`src/rtl/snake_pkg.sv`:
```
// Shared types for PS/2-driven snake control: directions, scan codes, prefix states.
// Latency: n/a (declarations only).
// Backpressure: n/a.
package snake_pkg;

   typedef logic [1:0] dir_t;
   typedef logic [7:0] scan_t;

   localparam dir_t DIR_UP    = 2'd0;
   localparam dir_t DIR_DOWN  = 2'd1;
   localparam dir_t DIR_LEFT  = 2'd2;
   localparam dir_t DIR_RIGHT = 2'd3;

   // Set-2 make codes; W/A/S/D and arrow keys both steer
   localparam scan_t SC_W     = 8'h1D;
   localparam scan_t SC_A     = 8'h1C;
   localparam scan_t SC_S     = 8'h1B;
   localparam scan_t SC_D     = 8'h23;
   localparam scan_t SC_UP    = 8'h75;
   localparam scan_t SC_DN    = 8'h72;
   localparam scan_t SC_LF    = 8'h6B;
   localparam scan_t SC_RT    = 8'h74;
   localparam scan_t SC_ESC   = 8'h76;
   localparam scan_t SC_SPACE = 8'h29;
   localparam scan_t SC_BREAK = 8'hF0;
   localparam scan_t SC_EXT   = 8'hE0;

   typedef enum logic [1:0] {
      ST_IDLE      = 2'd0,
      ST_BREAK     = 2'd1,
      ST_EXT       = 2'd2,
      ST_EXT_BREAK = 2'd3
   } prefix_state_t;

   typedef struct packed {
      logic dir_vld;
      dir_t dir;
      logic pause;
      logic restart;
   } cmd_t;

   function automatic dir_t dir_reverse(input dir_t d);
      return d ^ 2'b01;
   endfunction

endpackage

```
`src/rtl/ps2_dir_decoder_if.sv`:
```
// Bundle between PS/2 receiver + game logic (master) and the direction decoder (slave).
// Latency: n/a (wiring only).
// Backpressure: none; all signals are strobes or levels.
interface ps2_dir_decoder_if;
   import snake_pkg::*;

   logic  key_pressed;
   scan_t scan_code;
   logic  step_tick;
   logic  game_clear;
   dir_t  dir;
   logic  pause_toggle;
   logic  restart;
   logic  code_seen;

   modport master (
      output key_pressed, scan_code, step_tick, game_clear,
      input  dir, pause_toggle, restart, code_seen
   );

   modport slave (
      input  key_pressed, scan_code, step_tick, game_clear,
      output dir, pause_toggle, restart, code_seen
   );

endinterface

```
`src/rtl/sync_pulse.sv`:
```
// N-flop synchroniser with rising-edge detect; rise is combinational, pulse is its registered copy.
// Latency: pulse asserts STAGES+1 clocks after async_in is first sampled high.
// Backpressure: none; input must stay low for STAGES+1 clocks between strobes.
module sync_pulse #(
   parameter int STAGES = 2
) (
   input  logic clk,
   input  logic rst_n,
   input  logic async_in,
   output logic rise,
   output logic pulse
);

   logic [STAGES-1:0] sync_q;
   logic              last_q;

   always_ff @(posedge clk or negedge rst_n) begin
      if (!rst_n) begin
         sync_q <= '0;
         last_q <= 1'b0;
         pulse  <= 1'b0;
      end else begin
         sync_q <= {sync_q[STAGES-2:0], async_in};
         last_q <= sync_q[STAGES-1];
         pulse  <= rise;
      end
   end

   assign rise = sync_q[STAGES-1] & ~last_q;

endmodule

```
`src/rtl/ps2_dir_decoder.sv`:
```
// Turns PS/2 make/break/extended sequences into snake commands with a 2-entry turn queue.
// Latency: commands and queue updates land 1 clock after code_stb (SYNC_STAGES+2 after key_pressed).
// Backpressure: none; turns beyond queue depth, duplicates and reversals are dropped.
module ps2_dir_decoder
   import snake_pkg::*;
#(
   parameter int   SYNC_STAGES = 2,
   parameter dir_t INIT_DIR    = DIR_RIGHT
) (
   input logic               clk,
   input logic               rst_n,
   ps2_dir_decoder_if.slave  bus
);

   logic          code_rise;
   logic          code_stb;
   scan_t         code_q;
   prefix_state_t state_q;
   prefix_state_t state_d;
   cmd_t          cmd;

   dir_t          dir_q;
   dir_t          q_mem [2];
   logic          q_head;
   logic [1:0]    q_cnt;
   logic          q_tail_idx;
   logic          q_wr_idx;
   dir_t          ref_dir;
   logic          do_pop;
   logic          do_push;

   logic          pause_q;
   logic          restart_q;
   logic          seen_q;

   sync_pulse #(.STAGES(SYNC_STAGES)) u_sync (
      .clk      (clk),
      .rst_n    (rst_n),
      .async_in (bus.key_pressed),
      .rise     (code_rise),
      .pulse    (code_stb)
   );

   // Capture on the rise so code_q is already valid during code_stb
   always_ff @(posedge clk or negedge rst_n) begin
      if (!rst_n)         code_q <= '0;
      else if (code_rise) code_q <= bus.scan_code;
   end

   always_ff @(posedge clk or negedge rst_n) begin
      if (!rst_n) state_q <= ST_IDLE;
      else        state_q <= state_d;
   end

   always_comb begin
      state_d = state_q;
      if (bus.game_clear) begin
         state_d = ST_IDLE;
      end else if (code_stb) begin
         unique case (state_q)
            ST_IDLE: begin
               if (code_q == SC_BREAK)    state_d = ST_BREAK;
               else if (code_q == SC_EXT) state_d = ST_EXT;
            end
            ST_EXT: begin
               if (code_q == SC_BREAK) state_d = ST_EXT_BREAK;
               else                    state_d = ST_IDLE;
            end
            ST_BREAK,
            ST_EXT_BREAK: state_d = ST_IDLE;
            default:      state_d = ST_IDLE;
         endcase
      end
   end

   always_comb begin
      cmd = '0;
      if (code_stb) begin
         if (state_q == ST_IDLE) begin
            unique case (code_q)
               SC_W:     begin cmd.dir_vld = 1'b1; cmd.dir = DIR_UP;    end
               SC_S:     begin cmd.dir_vld = 1'b1; cmd.dir = DIR_DOWN;  end
               SC_A:     begin cmd.dir_vld = 1'b1; cmd.dir = DIR_LEFT;  end
               SC_D:     begin cmd.dir_vld = 1'b1; cmd.dir = DIR_RIGHT; end
               SC_ESC:   cmd.pause   = 1'b1;
               SC_SPACE: cmd.restart = 1'b1;
               default:  cmd = '0;
            endcase
         end else if (state_q == ST_EXT) begin
            unique case (code_q)
               SC_UP:   begin cmd.dir_vld = 1'b1; cmd.dir = DIR_UP;    end
               SC_DN:   begin cmd.dir_vld = 1'b1; cmd.dir = DIR_DOWN;  end
               SC_LF:   begin cmd.dir_vld = 1'b1; cmd.dir = DIR_LEFT;  end
               SC_RT:   begin cmd.dir_vld = 1'b1; cmd.dir = DIR_RIGHT; end
               default: cmd = '0;
            endcase
         end
      end
   end

   // Ring of two: tail sits one past head only when full; writes go to head+count
   assign q_tail_idx = q_head ^ q_cnt[1];
   assign q_wr_idx   = q_head ^ q_cnt[0];
   assign ref_dir    = (q_cnt != 2'd0) ? q_mem[q_tail_idx] : dir_q;
   assign do_pop     = bus.step_tick && (q_cnt != 2'd0);
   assign do_push    = cmd.dir_vld
                    && (cmd.dir != ref_dir)
                    && (cmd.dir != dir_reverse(ref_dir))
                    && ((q_cnt != 2'd2) || do_pop);

   always_ff @(posedge clk or negedge rst_n) begin
      if (!rst_n) begin
         dir_q    <= INIT_DIR;
         q_mem[0] <= DIR_UP;
         q_mem[1] <= DIR_UP;
         q_head   <= 1'b0;
         q_cnt    <= 2'd0;
      end else if (bus.game_clear) begin
         dir_q  <= INIT_DIR;
         q_head <= 1'b0;
         q_cnt  <= 2'd0;
      end else begin
         if (do_pop) begin
            dir_q  <= q_mem[q_head];
            q_head <= ~q_head;
         end
         if (do_push) q_mem[q_wr_idx] <= cmd.dir;
         unique case ({do_push, do_pop})
            2'b10:   q_cnt <= q_cnt + 2'd1;
            2'b01:   q_cnt <= q_cnt - 2'd1;
            default: q_cnt <= q_cnt;
         endcase
      end
   end

   always_ff @(posedge clk or negedge rst_n) begin
      if (!rst_n) begin
         pause_q   <= 1'b0;
         restart_q <= 1'b0;
         seen_q    <= 1'b0;
      end else begin
         pause_q   <= cmd.pause;
         restart_q <= cmd.restart;
         seen_q    <= code_stb;
      end
   end

   assign bus.dir          = dir_q;
   assign bus.pause_toggle = pause_q;
   assign bus.restart      = restart_q;
   assign bus.code_seen    = seen_q;

endmodule

```
`src/flat_wrapper.sv`:
```
// flat-port wrapper written by rule: the top's interface ports become plain ports
module ps2_dir_decoder_flat import snake_pkg::*;
#(
   parameter int   SYNC_STAGES = 2,
   parameter dir_t INIT_DIR    = DIR_RIGHT
)
  (clk, rst_n, bus_key_pressed, bus_scan_code, bus_step_tick, bus_game_clear, bus_dir, bus_pause_toggle, bus_restart, bus_code_seen);
  ps2_dir_decoder_if bus_i ();
  input logic clk;
  input logic rst_n;
  input wire logic [$bits(bus_i.key_pressed)-1:0] bus_key_pressed;
  input wire logic [$bits(bus_i.scan_code)-1:0] bus_scan_code;
  input wire logic [$bits(bus_i.step_tick)-1:0] bus_step_tick;
  input wire logic [$bits(bus_i.game_clear)-1:0] bus_game_clear;
  output wire logic [$bits(bus_i.dir)-1:0] bus_dir;
  output wire logic [$bits(bus_i.pause_toggle)-1:0] bus_pause_toggle;
  output wire logic [$bits(bus_i.restart)-1:0] bus_restart;
  output wire logic [$bits(bus_i.code_seen)-1:0] bus_code_seen;
  assign bus_i.key_pressed = bus_key_pressed;
  assign bus_i.scan_code = bus_scan_code;
  assign bus_i.step_tick = bus_step_tick;
  assign bus_i.game_clear = bus_game_clear;
  assign bus_dir = bus_i.dir;
  assign bus_pause_toggle = bus_i.pause_toggle;
  assign bus_restart = bus_i.restart;
  assign bus_code_seen = bus_i.code_seen;
  ps2_dir_decoder #(.SYNC_STAGES(SYNC_STAGES), .INIT_DIR(INIT_DIR)) u_core (.clk(clk), .rst_n(rst_n), .bus(bus_i));
endmodule
```
`config.mk`:
```
export PLATFORM = sky130hd
export DESIGN_NAME = ps2_dir_decoder_flat
export DESIGN_NICKNAME = d
export VERILOG_FILES = /design/src/rtl/snake_pkg.sv /design/src/rtl/ps2_dir_decoder_if.sv /design/src/rtl/sync_pulse.sv /design/src/rtl/ps2_dir_decoder.sv /design/src/flat_wrapper.sv
export SDC_FILE = /design/constraint.sdc
export NUM_CORES = 1
export LEC_CHECK = 0
export ABC_AREA = 1
export BUFFER_PORTS_ARGS = -buffer_cell sky130_fd_sc_hd__buf_2
export CAP_MARGIN = 20
export CELL_PAD_IN_SITES_DETAIL_PLACEMENT = 1
export CELL_PAD_IN_SITES_GLOBAL_PLACEMENT = 2
export CORE_MARGIN = 4
export CORE_UTILIZATION = 34
export DETAILED_ROUTE_END_ITERATION = 12
export GPL_TIMING_DRIVEN = 0
export PLACE_DENSITY = 0.9
export SYNTH_ARGS = -nofsm -noshare
export SYNTH_HDL_FRONTEND = slang
export SYNTH_SLANG_ARGS = --single-unit
```
`constraint.sdc`:
```
create_clock -name clk -period 4.6 [get_ports clk]
set_input_delay 1.38 -clock clk [delete_from_list [all_inputs] [get_ports clk]]
set_output_delay 1.38 -clock clk [all_outputs]
set_load 0.05 [all_outputs]
```
==> impl_metrics.json, run 1 <==
{
  "grt_pass1_wl_um": 6410,
  "fin_nets": 240,
  "fin_crit_sh_pct": 53.2,
  "drtIter0Drc": 56,
  "max_cap_violations": 0,
  "ys_seq_area_share_pct": 44.6,
  "skew_ps": 10.1,
  "worstMarginPinSlew_ps": 604,
  "netlist.area_leader.share_pct": 41.0,
  "layout_setup_ws_ps": 2150,
  "cts_sinks": 26,
  "holdPathStages": 0,
  "use_met2_pct": 23.7,
  "cts_tree": "yes",
  "finalSetupTns_ps": 0,
  "cts_buffers": 3,
  "core-area_um2": 4090,
  "cts_setup_buffers": 0,
  "critPathTopFamily": "flip-flops",
  "synth_warnings": 0,
  "grt.total_usage_pct": 15.2,
  "io_buffers": 17,
  "total_power_mw": 0.544,
  "required_ps": 3220,
  "hold_viol": 0,
  "p_per_area_nw_per_um2": 328,
  "p_leak_nw": 0.845,
  "die_area_um2": 5420,
  "ant_nets": 0,
  "grt_max_degree": 27,
  "hold_class": "flop to flop",
  "areaGrowthSynthToFinish_pct": 13.2,
  "status": "complete, no violations",
  "io_pins": 18,
  "critPathMaxFanout": 3,
  "min_period_ps": 2450,
  "routed_wire_length_per_instance_um": 12.9,
  "synth_cell_types": 24,
  "clk_latency_ps": 270,
  "cp_slowest_cell": "dfstp_2",
  "drcViolationCount": 0,
  "utilization_pct": 40.6,
  "drt_pass1_iterations": 4,
  "holdWs_ps": 359,
  "use_met1_pct": 21.8,
  "syn_avg_cell_area_um2": 7.15,
  "yosys-top-cells-area": "dfrtp_1, nand2_1, inv_1, nand3_1, o21ai_0",
  "clockRootBuffer": "clkbuf_8",
  "cts_buffer_depth": 2,
  "pre_cts_slack_ps": 1880,
  "syn-instance-count": 205,
  "r2r.worst_path.cells": 9,
  "via_per_inst": 4.91,
  "synth-seq-cells": 26,
  "critPathMaxStageDelay_ps": 550,
  "overflow": 0,
  "globalplace.congestion": 0.757,
  "finalMaxSlewViolations": 0,
  "crit_type": "flop to output pin",
  "grt_use_met3_pct": 2.46,
  "clk_pin_slew_ps": 80,
  "setup_viol": 0,
  "worst-path-buf-inv": 1,
  "ctsResizeCount": 0,
  "slew_headroom_pct": 59.7,
  "yosys.area.top_type": "dfrtp_1",
  "antennaDiodeCount": 0,
  "fmax_ghz": 0.409,
  "drive_gt1_share_pct": 18.6,
  "wl_um": 3570,
  "nFillCells": 530,
  "cp.depth": 1,
  "rows": 23,
  "hpwl_um": 2810,
  "rsz0062_at_grt": "false",
  "vdd_ir_drop_max_uv": 171,
  "antenna_found_initial": 0,
  "die_y_um": 73.6,
  "arrival_ps": 1070,
  "path_cells": "buf_2",
  "busiest_layer": "met2",
  "grt_pass1_vias": 1362,
  "vias": 1355,
  "htree_levels": 1,
  "start_kind": "flop",
  "synth_nets": 218,
  "syn-cell-area_um2": 1470,
  "initial_core_util_pct": 35.9,
  "holdBufCountCts": 0,
  "die_x_um": 73.6,
  "crit_path_end_kind": "output pin"
}
## flip-flops by register name, indices dropped and copies added, names as in the netlist, 2 cells and up
signal                flops
u_core.state_q            2
u_core.q_mem              4
u_core.bus.dir            2
u_core.u_sync.sync_q      2
u_core.code_q             8
u_core.q_cnt              2
## kinds of logic after synthesis
kind of cell | count (synthesis) | synth area share, %
compound gates | 22 | 8.11
xor+xnor | 1 | 0.598
simple gates | 119 | 37.2
buf+inv | 37 | 9.48
flops | 26 | 44.6
## through the flow
step           cells  area [um2]
2_1_floorplan    205        1470
3_3_place_gp     272        1610
3_5_place_dp     272        1610
4_1_cts          276        1660
5_1_grt          276        1660
6_report         276        1660
## path summary, 6_finish.rpt
kind | from | to | slack [ps]
min in group asynchronous | rst_n | u_core.code_q[3] | 1100
worst max-delay path | u_core.bus.dir[1] | bus_dir[1] | 2150
worst max register to register | u_core.q_cnt[0] | u_core.q_cnt[0] | 2740
max in group asynchronous | rst_n | u_core.u_sync.pulse | 3090
worst min-delay path | u_core.u_sync.sync_q[0] | u_core.u_sync.sync_q[1] | 360
worst min register to register | u_core.u_sync.sync_q[0] | u_core.u_sync.sync_q[1] | 360
## cell type report
class                           instances  area (um2)  area share (%)
Sequential cell                        26         653            39.4
Timing Repair Buffer                   17        85.1            5.13
Tap cell                               50        62.6            3.77
Multi-Input combinational cell        142         673            40.6
Inverter                               36         135            8.15
Clock buffer                            4        45.0            2.72
Buffer                                  1        3.75           0.226
## per-layer routing
layer	vias to the layer above	share of wire, %
li1	689	-
met3	4	2.9
met2	17	43
met5	-	0
met1	645	52
met4	0	1.2
## power breakdown
part           switching [mW]  total, mW  internal (mW)  leakage [nW]
clock                  0.0709      0.133         0.0620        0.0228
combinational          0.0961      0.137         0.0409         0.511
sequential             0.0221      0.274          0.252         0.311
## synth_stat cells, drive strengths merged
library cell	instances
inv	35
nand3	21
clkbuf	1
a31oi	1
o21ai	13
nor4	1
o21bai	1
xnor2	1
nor3	2
o31ai	1
o211ai	1
a21oi	5
dfrtp	24
nand2	69
dfstp	2
nand4	6
clkinv	1
nor2	20
## layout by cell type, fill, tap and decap left out, types with 2 or more instances in the layout
cell / netlist / final
nand4_1: 6 / 6
a21oi_1: 5 / 5
buf_2: 0 / 17
nor3_1: 2 / 2
dfstp_2: 2 / 2
clkbuf_8: 0 / 3
inv_2: 6 / 6
dfrtp_1: 24 / 24
clkbuf_1: 1 / 2
nand2_1: 63 / 63
nor2_2: 5 / 5
nor2_1: 13 / 13
nor2_4: 2 / 2
inv_1: 29 / 29
o21ai_0: 13 / 13
nand2_2: 5 / 5
nand3_1: 20 / 20
No activity file was read; power rests on OpenSTA's default activity.
==> run 2, diff against run 1 <==
--- a/config.mk
+++ b/config.mk
@@ -5,16 +5,16 @@
 export SDC_FILE = /design/constraint.sdc
 export NUM_CORES = 1
 export LEC_CHECK = 0
-export ABC_AREA = 1
+export ABC_AREA = 0
 export BUFFER_PORTS_ARGS = -buffer_cell sky130_fd_sc_hd__buf_2
 export CAP_MARGIN = 20
 export CELL_PAD_IN_SITES_DETAIL_PLACEMENT = 1
 export CELL_PAD_IN_SITES_GLOBAL_PLACEMENT = 2
 export CORE_MARGIN = 4
-export CORE_UTILIZATION = 34
+export CORE_UTILIZATION = 33
 export DETAILED_ROUTE_END_ITERATION = 12
 export GPL_TIMING_DRIVEN = 0
-export PLACE_DENSITY = 0.9
+export PLACE_DENSITY = 0.82
 export SYNTH_ARGS = -nofsm -noshare
 export SYNTH_HDL_FRONTEND = slang
 export SYNTH_SLANG_ARGS = --single-unit
==> constraint.sdc (replaced) <==
create_clock -name clk -period 2.15 [get_ports clk]
set_input_delay 0.645 -clock clk [delete_from_list [all_inputs] [get_ports clk]]
set_output_delay 0.645 -clock clk [all_outputs]
set_load 0.05 [all_outputs]
==> impl_metrics.json, run 2 <==
{
  "drcViolationCount": 0,
  "vias": 1258,
  "largest-register": "u_core.code_q",
  "cts_tree": "yes",
  "clk_latency_ps": 280,
  "antenna_found_initial": 0,
  "overflow": 0,
  "areaGrowthSynthToFinish_pct": 41.6,
  "p_switching_mw": 0.368,
  "rows": 23,
  "cts_buffers": 3,
  "vdd_ir_drop_max_uv": 304,
  "synth_cell_types": 47,
  "worst-path-buf-inv": 1,
  "arrival_ps": 2520,
  "slew_headroom_pct": 58.9,
  "globalplace.congestion": 0.750,
  "required_ps": 2320,
  "final_cell_mix": "dfrtp_1, buf_2, buf_4",
  "drive_gt1_share_pct": 49.4,
  "fin_nets": 190,
  "initial_core_util_pct": 35.1,
  "p_leak_nw": 0.819,
  "syn_avg_cell_area_um2": 10.5,
  "r2r.worst_path.cells": 7,
  "ys_seq_area_share_pct": 44.8,
  "max_cap_violations": 0,
  "drtIter0Drc": 66,
  "die_x_um": 74.4,
  "netlist.area_leader.share_pct": 41.2,
  "hold_class": "input pin to asynchronous set/reset pin",
  "p_clk_share_pct": 32.9,
  "routed_wire_length_per_instance_um": 19.9,
  "crit_type": "flop to flop",
  "core-area_um2": 4140,
  "synth_ff_type": "dfrtp_1",
  "clockRootBuffer": "clkbuf_8",
  "antennaDiodeCount": 0,
  "cp_slowest_cell": "or3_4",
  "sw_frac_of_total_pct": 28.5,
  "hpwl_um": 2440,
  "io_buffers": 16,
  "synth_most_common_cell": "dfrtp_1",
  "fin_crit_sh_pct": 109,
  "path_cells": "clkbuf_4 > nand4_1 > o22ai_4 > a21oi_2 > or3_4 > nor4_4 > mux2_4",
  "cts_sinks": 26,
  "critPathTopFamily": "simple AND/OR/NAND/NOR gates",
  "crit_path_end_kind": "flop",
  "r2r-start": "u_core.code_q[5]",
  "yosys-top-cells-area": "dfrtp_1, mux2_2, dfstp_2, nor4b_1, o21ai_0",
  "nFillCells": 456,
  "critPathMaxFanout": 9,
  "synth-seq-cells": 26,
  "layout.cells.non_filler": 226,
  "die_y_um": 74.4,
  "top_regs": "u_core.code_q x8, u_core.q_mem x4",
  "grt_pass1_wl_um": 6740,
  "start_kind": "flop",
  "skew_ps": 1.96,
  "fmax_ghz": 0.426,
  "p_per_area_nw_per_um2": 627,
  "ant_nets": 0,
  "r2r-end": "u_core.q_mem[2]",
  "power_frac_comb_pct": 23.4,
  "grt.total_usage_pct": 15.6,
  "internal-power_mw": 0.925,
  "final_common_cell": "dfrtp_1",
  "synth_warnings": 0,
  "htree_levels": 1,
  "layout_setup_ws_ps": -197,
  "drt_pass1_iterations": 4,
  "critPathMaxStageDelay_ps": 440,
  "synthArstFlopShare_pct": 100,
  "regArea_um2": 659,
  "clk_pin_slew_ps": 100,
  "status": "finished with violations",
  "min_period_ps": 2350,
  "setup_viol": 6,
  "multiInputGateArea_um2": 953,
  "sequentialPowerShare_pct": 43.7,
  "yosys.area.top_type": "dfrtp_1",
  "syn-cell-area_um2": 1460,
  "io_pins": 18,
  "r2r_slack_ps": -200,
  "largest_reg_flops": 8,
  "via_per_inst": 5.57,
  "grt_pass1_vias": 1410,
  "total_power_mw": 1.29,
  "cts_buffer_depth": 2,
  "wl_um": 4490,
  "finalMaxSlewViolations": 0,
  "hold_viol": 0,
  "worstMarginPinSlew_ps": 616,
  "synth_nets": 152,
  "synth_edf_count": 0,
  "syn-instance-count": 139,
  "die_area_um2": 5540,
  "placed_cells": 205,
  "violations": "negative setup slack",
  "grt_max_degree": 27,
  "synthTopCellsByCount": "dfrtp_1, nand2_1, nor2_1, o21ai_0, mux2_2",
  "rsz0062_at_grt": "true"
}
run 2: cell types whose count changed in the layout (fill, tap and decap cells not counted), moves of 6 or more:
cell,previous run,this run
buf_4,0,14
nand2_1,63,8
inv_2,6,0
mux2_2,0,6
buf_6,0,7
nand3_1,20,3
o21ai_0,13,7
inv_1,29,2
run 2: metal layers:
| metal | GRT usage [%] | share of wire [%] | up-vias |
|---|---|---|---|
| met4 | 4.55 | 2.8 | 0 |
| li1 | - | - | 585 |
| met3 | 2.43 | 3.9 | 12 |
| met1 | 20.4 | 44 | 632 |
| met5 | 0 | 0 | - |
| met2 | 26.4 | 49 | 29 |
run 2: how the worst max path moves through the flow:
stage / from / endpoint / slack (ps) / depth (start not counted)
4_1_cts: u_core.code_q[4] / u_core.q_mem[2] / -170 / 7
6_report: u_core.code_q[5] / u_core.q_mem[2] / -200 / 7
3_5_place_dp: u_core.q_head / u_core.q_mem[2] / -290 / 7
2_1_floorplan: u_core.code_q[4] / u_core.q_mem[2] / -40 / 7
3_3_place_gp: u_core.q_head / u_core.q_mem[2] / -270 / 7
5_1_grt: u_core.state_q[1] / u_core.q_mem[3] / -260 / 7
run 2: worst register-to-register path, delay by kind of cell, from the launching register on:
family	cells	cell delay (ps)
AO/OA/AOI/OAI	2	330
multiplexers	1	320
flip-flops	1	340
AND/OR/NAND/NOR	3	1030
buffers and inverters	1	220
run 2: final cells by class:
class                   instances  area share, %
multi-input cells             101           46.2
flip-flops and latches         26           32.0
repair buffers                 35           12.1
well taps                      50           3.03
plain buffers                   8           2.79
clock buffers                   3           2.00
clock inverters                 1           1.46
inverters                       2          0.364
run 2: metrics by stage:
step                cell area, um2  hold slack [ps]  TNS [ps]  setup slack, ps  utilization, %
CTS                           1840              367      -569             -168            44.4
global placement              1630              337      -844             -275            39.3
detailed placement            1630              342      -999             -285            39.3
global route                  2060              389     -1410             -263            49.8
floorplan                     1490              331     -72.8            -36.4               -
finish                        2060              360     -1000             -197            49.8
run 2: cells by family (layout without fill, tap and decap cells):
kind of cell	Yosys count	after routing	synth area share, %
buffers and inverters	12	49	4.21
muxes	11	11	8.25
and+or+nand+nor	56	56	24.9
AOI/OAI and AO/OA	27	27	13.6
xor gates and xnor gates	7	7	4.21
DFF	26	26	44.8
run 2: power groups by stage:
stage	combinational (mW)	sequential (mW)	clock (mW)
4_1_cts	0.227	0.560	0.432
3_3_place_gp	0.177	0.564	0
5_1_grt	0.327	0.569	0.458
2_1_floorplan	0.130	0.562	0
6_report	0.302	0.565	0.426
3_5_place_dp	0.185	0.567	0
run 2: timing repair:
action / CTS / global route
resized for setup: 9 / 33
endpoints found under the hold margin: 0 / 0
endpoints found under the setup margin: 6 / 6
setup buffers: 10 / 9
pin swaps: 5 / 16
hold buffers: 0 / 0
==> run 3, diff against run 2 <==
--- a/config.mk
+++ b/config.mk
@@ -12,6 +12,7 @@
 export CELL_PAD_IN_SITES_GLOBAL_PLACEMENT = 2
 export CORE_MARGIN = 4
 export CORE_UTILIZATION = 33
+export CTS_BUF_LIST = sky130_fd_sc_hd__clkbuf_16
 export DETAILED_ROUTE_END_ITERATION = 12
 export GPL_TIMING_DRIVEN = 0
 export PLACE_DENSITY = 0.82
==> constraint.sdc (replaced) <==
create_clock -name clk -period 2.15 [get_ports clk]
set_input_delay 0.43 -clock clk [delete_from_list [all_inputs] [get_ports clk]]
set_output_delay 0.43 -clock clk [all_outputs]
set_load 0.05 [all_outputs]
==> impl_metrics.json, run 3 (synthesis results as in run 2) <==
{
  "pre_cts_slack_ps": -285,
  "grt.total_usage_pct": 15.8,
  "p_leak_nw": 0.791,
  "violations": "negative setup slack",
  "p_per_area_nw_per_um2": 692,
  "finish.instance_area_um2": 1980,
  "regArea_um2": 654,
  "min_period_ps": 2300,
  "hpwl_um": 2440,
  "cts_tree": "yes",
  "finalSetupTns_ps": -762,
  "die_area_um2": 5540,
  "antennaDiodeCount": 0,
  "placed_cell_area_um2": 1630,
  "largest_reg_flops": 8,
  "core-area_um2": 4140,
  "largest-register": "u_core.code_q",
  "die_y_um": 74.4,
  "cts_buffer_depth": 2,
  "globalplace.congestion": 0.750,
  "hold_viol": 0,
  "io_buffers": 16,
  "final_common_cell": "dfrtp_1",
  "crit_path_end_kind": "flop",
  "clockRootBuffer": "clkbuf_16",
  "drtIter0Drc": 117,
  "vdd_ir_drop_max_uv": 415,
  "holdWs_ps": 176,
  "cts_sinks": 26,
  "cts_buffers": 3,
  "nFillCells": 470,
  "worstMarginPinSlew_ps": 617,
  "skew_ps": 2.60,
  "io_pins": 18,
  "fin_crit_sh_pct": 107,
  "die_x_um": 74.4,
  "crit_type": "flop to flop",
  "antenna_found_initial": 0,
  "status": "finished with violations",
  "ant_nets": 0,
  "critPathMaxFanout": 9,
  "multiInputGateArea_um2": 905,
  "grt_pass1_wl_um": 6740,
  "grt_max_degree": 27,
  "utilization_pct": 47.8,
  "clk_latency_ps": 260,
  "clk_pin_slew_ps": 70,
  "vias": 1244,
  "required_ps": 2300,
  "arrival_ps": 2460,
  "holdBufCountCts": 0,
  "fmax_ghz": 0.434,
  "fin_nets": 183,
  "final_cell_mix": "dfrtp_1, buf_2, buf_4",
  "drt_pass1_iterations": 4,
  "overflow": 0,
  "layout_setup_ws_ps": -155,
  "rsz0062_at_grt": "true",
  "setup_viol": 6,
  "grt_pass1_vias": 1362,
  "top_regs": "u_core.code_q x8, u_core.q_mem x4",
  "initial_core_util_pct": 35.1,
  "rows": 23,
  "wl_um": 4240,
  "hold_class": "input pin to asynchronous set/reset pin",
  "routed_wire_length_per_instance_um": 19.4,
  "areaGrowthSynthToFinish_pct": 35.9,
  "max_cap_violations": 0,
  "start_kind": "flop",
  "drive_gt1_share_pct": 42.0,
  "drcViolationCount": 0,
  "htree_levels": 1,
  "finalMaxSlewViolations": 0,
  "via_per_inst": 5.68,
  "slew_headroom_pct": 58.9
}
==> run 3: final timing paths <==
check	cells past startpoint	slack, ps	to	from
setup / recovery	7	-150	u_core.q_mem[2]	u_core.code_q[1]
min in group clk	1	270	u_core.u_sync.sync_q[0]	bus_key_pressed
hold reg to reg	0	350	u_core.u_sync.sync_q[1]	u_core.u_sync.sync_q[0]
max in group asynchronous	1	1540	u_core.code_q[3]	rst_n
setup reg to reg	7	-150	u_core.q_mem[2]	u_core.code_q[1]
hold / removal	1	180	u_core.bus.pause_toggle	rst_n
==> run 3: worst max-delay path: stages, from the launching register on <==
cell,delay [ps]
dfrtp_1,370
buf_4,180
nand4bb_4,270
o22ai_2,220
a21oi_2,90
or3_4,440
nor4_4,300
mux2_4,320
==> run 3: timing repair <==
item | CTS | global route
pin swaps | 5 | 13
endpoints found under the setup margin | 6 | 6
buffers inserted | 9 | 5
gates resized for setup | 9 | 18
cloned | 0 | 0
==> run 3: where the power goes <==
group,internal (mW),switching [mW]
registers,0.523,0.0468
clock network,0.371,0.178
logic,0.124,0.126
==> run 3: per-stage QoR <==
step | total power [mW] | std cells
after CTS | 1.35 | 216
final | 1.37 | 219
after global routing | 1.44 | 219
after detailed placement | 0.752 | 205
after floorplan | 0.691 | 139
after global placement | 0.741 | 205
==> run 3: cell type report <==
class,instances,share of cell area (%)
repair buffers,30,10.6
well taps,50,3.16
flip-flops and latches,26,33.1
multi-input cells,101,45.7
inverters,2,0.379
clock buffers,3,3.79
plain buffers,6,1.83
clock inverters,1,1.52
==> run 3: layer usage <==
layer	track usage, %	up-vias	share of wire, %
met2	27.7	16	51
met1	20.2	643	45
met3	2.57	6	2.6
met4	4.35	0	1.5
met5	0	-	0
li1	-	579	-
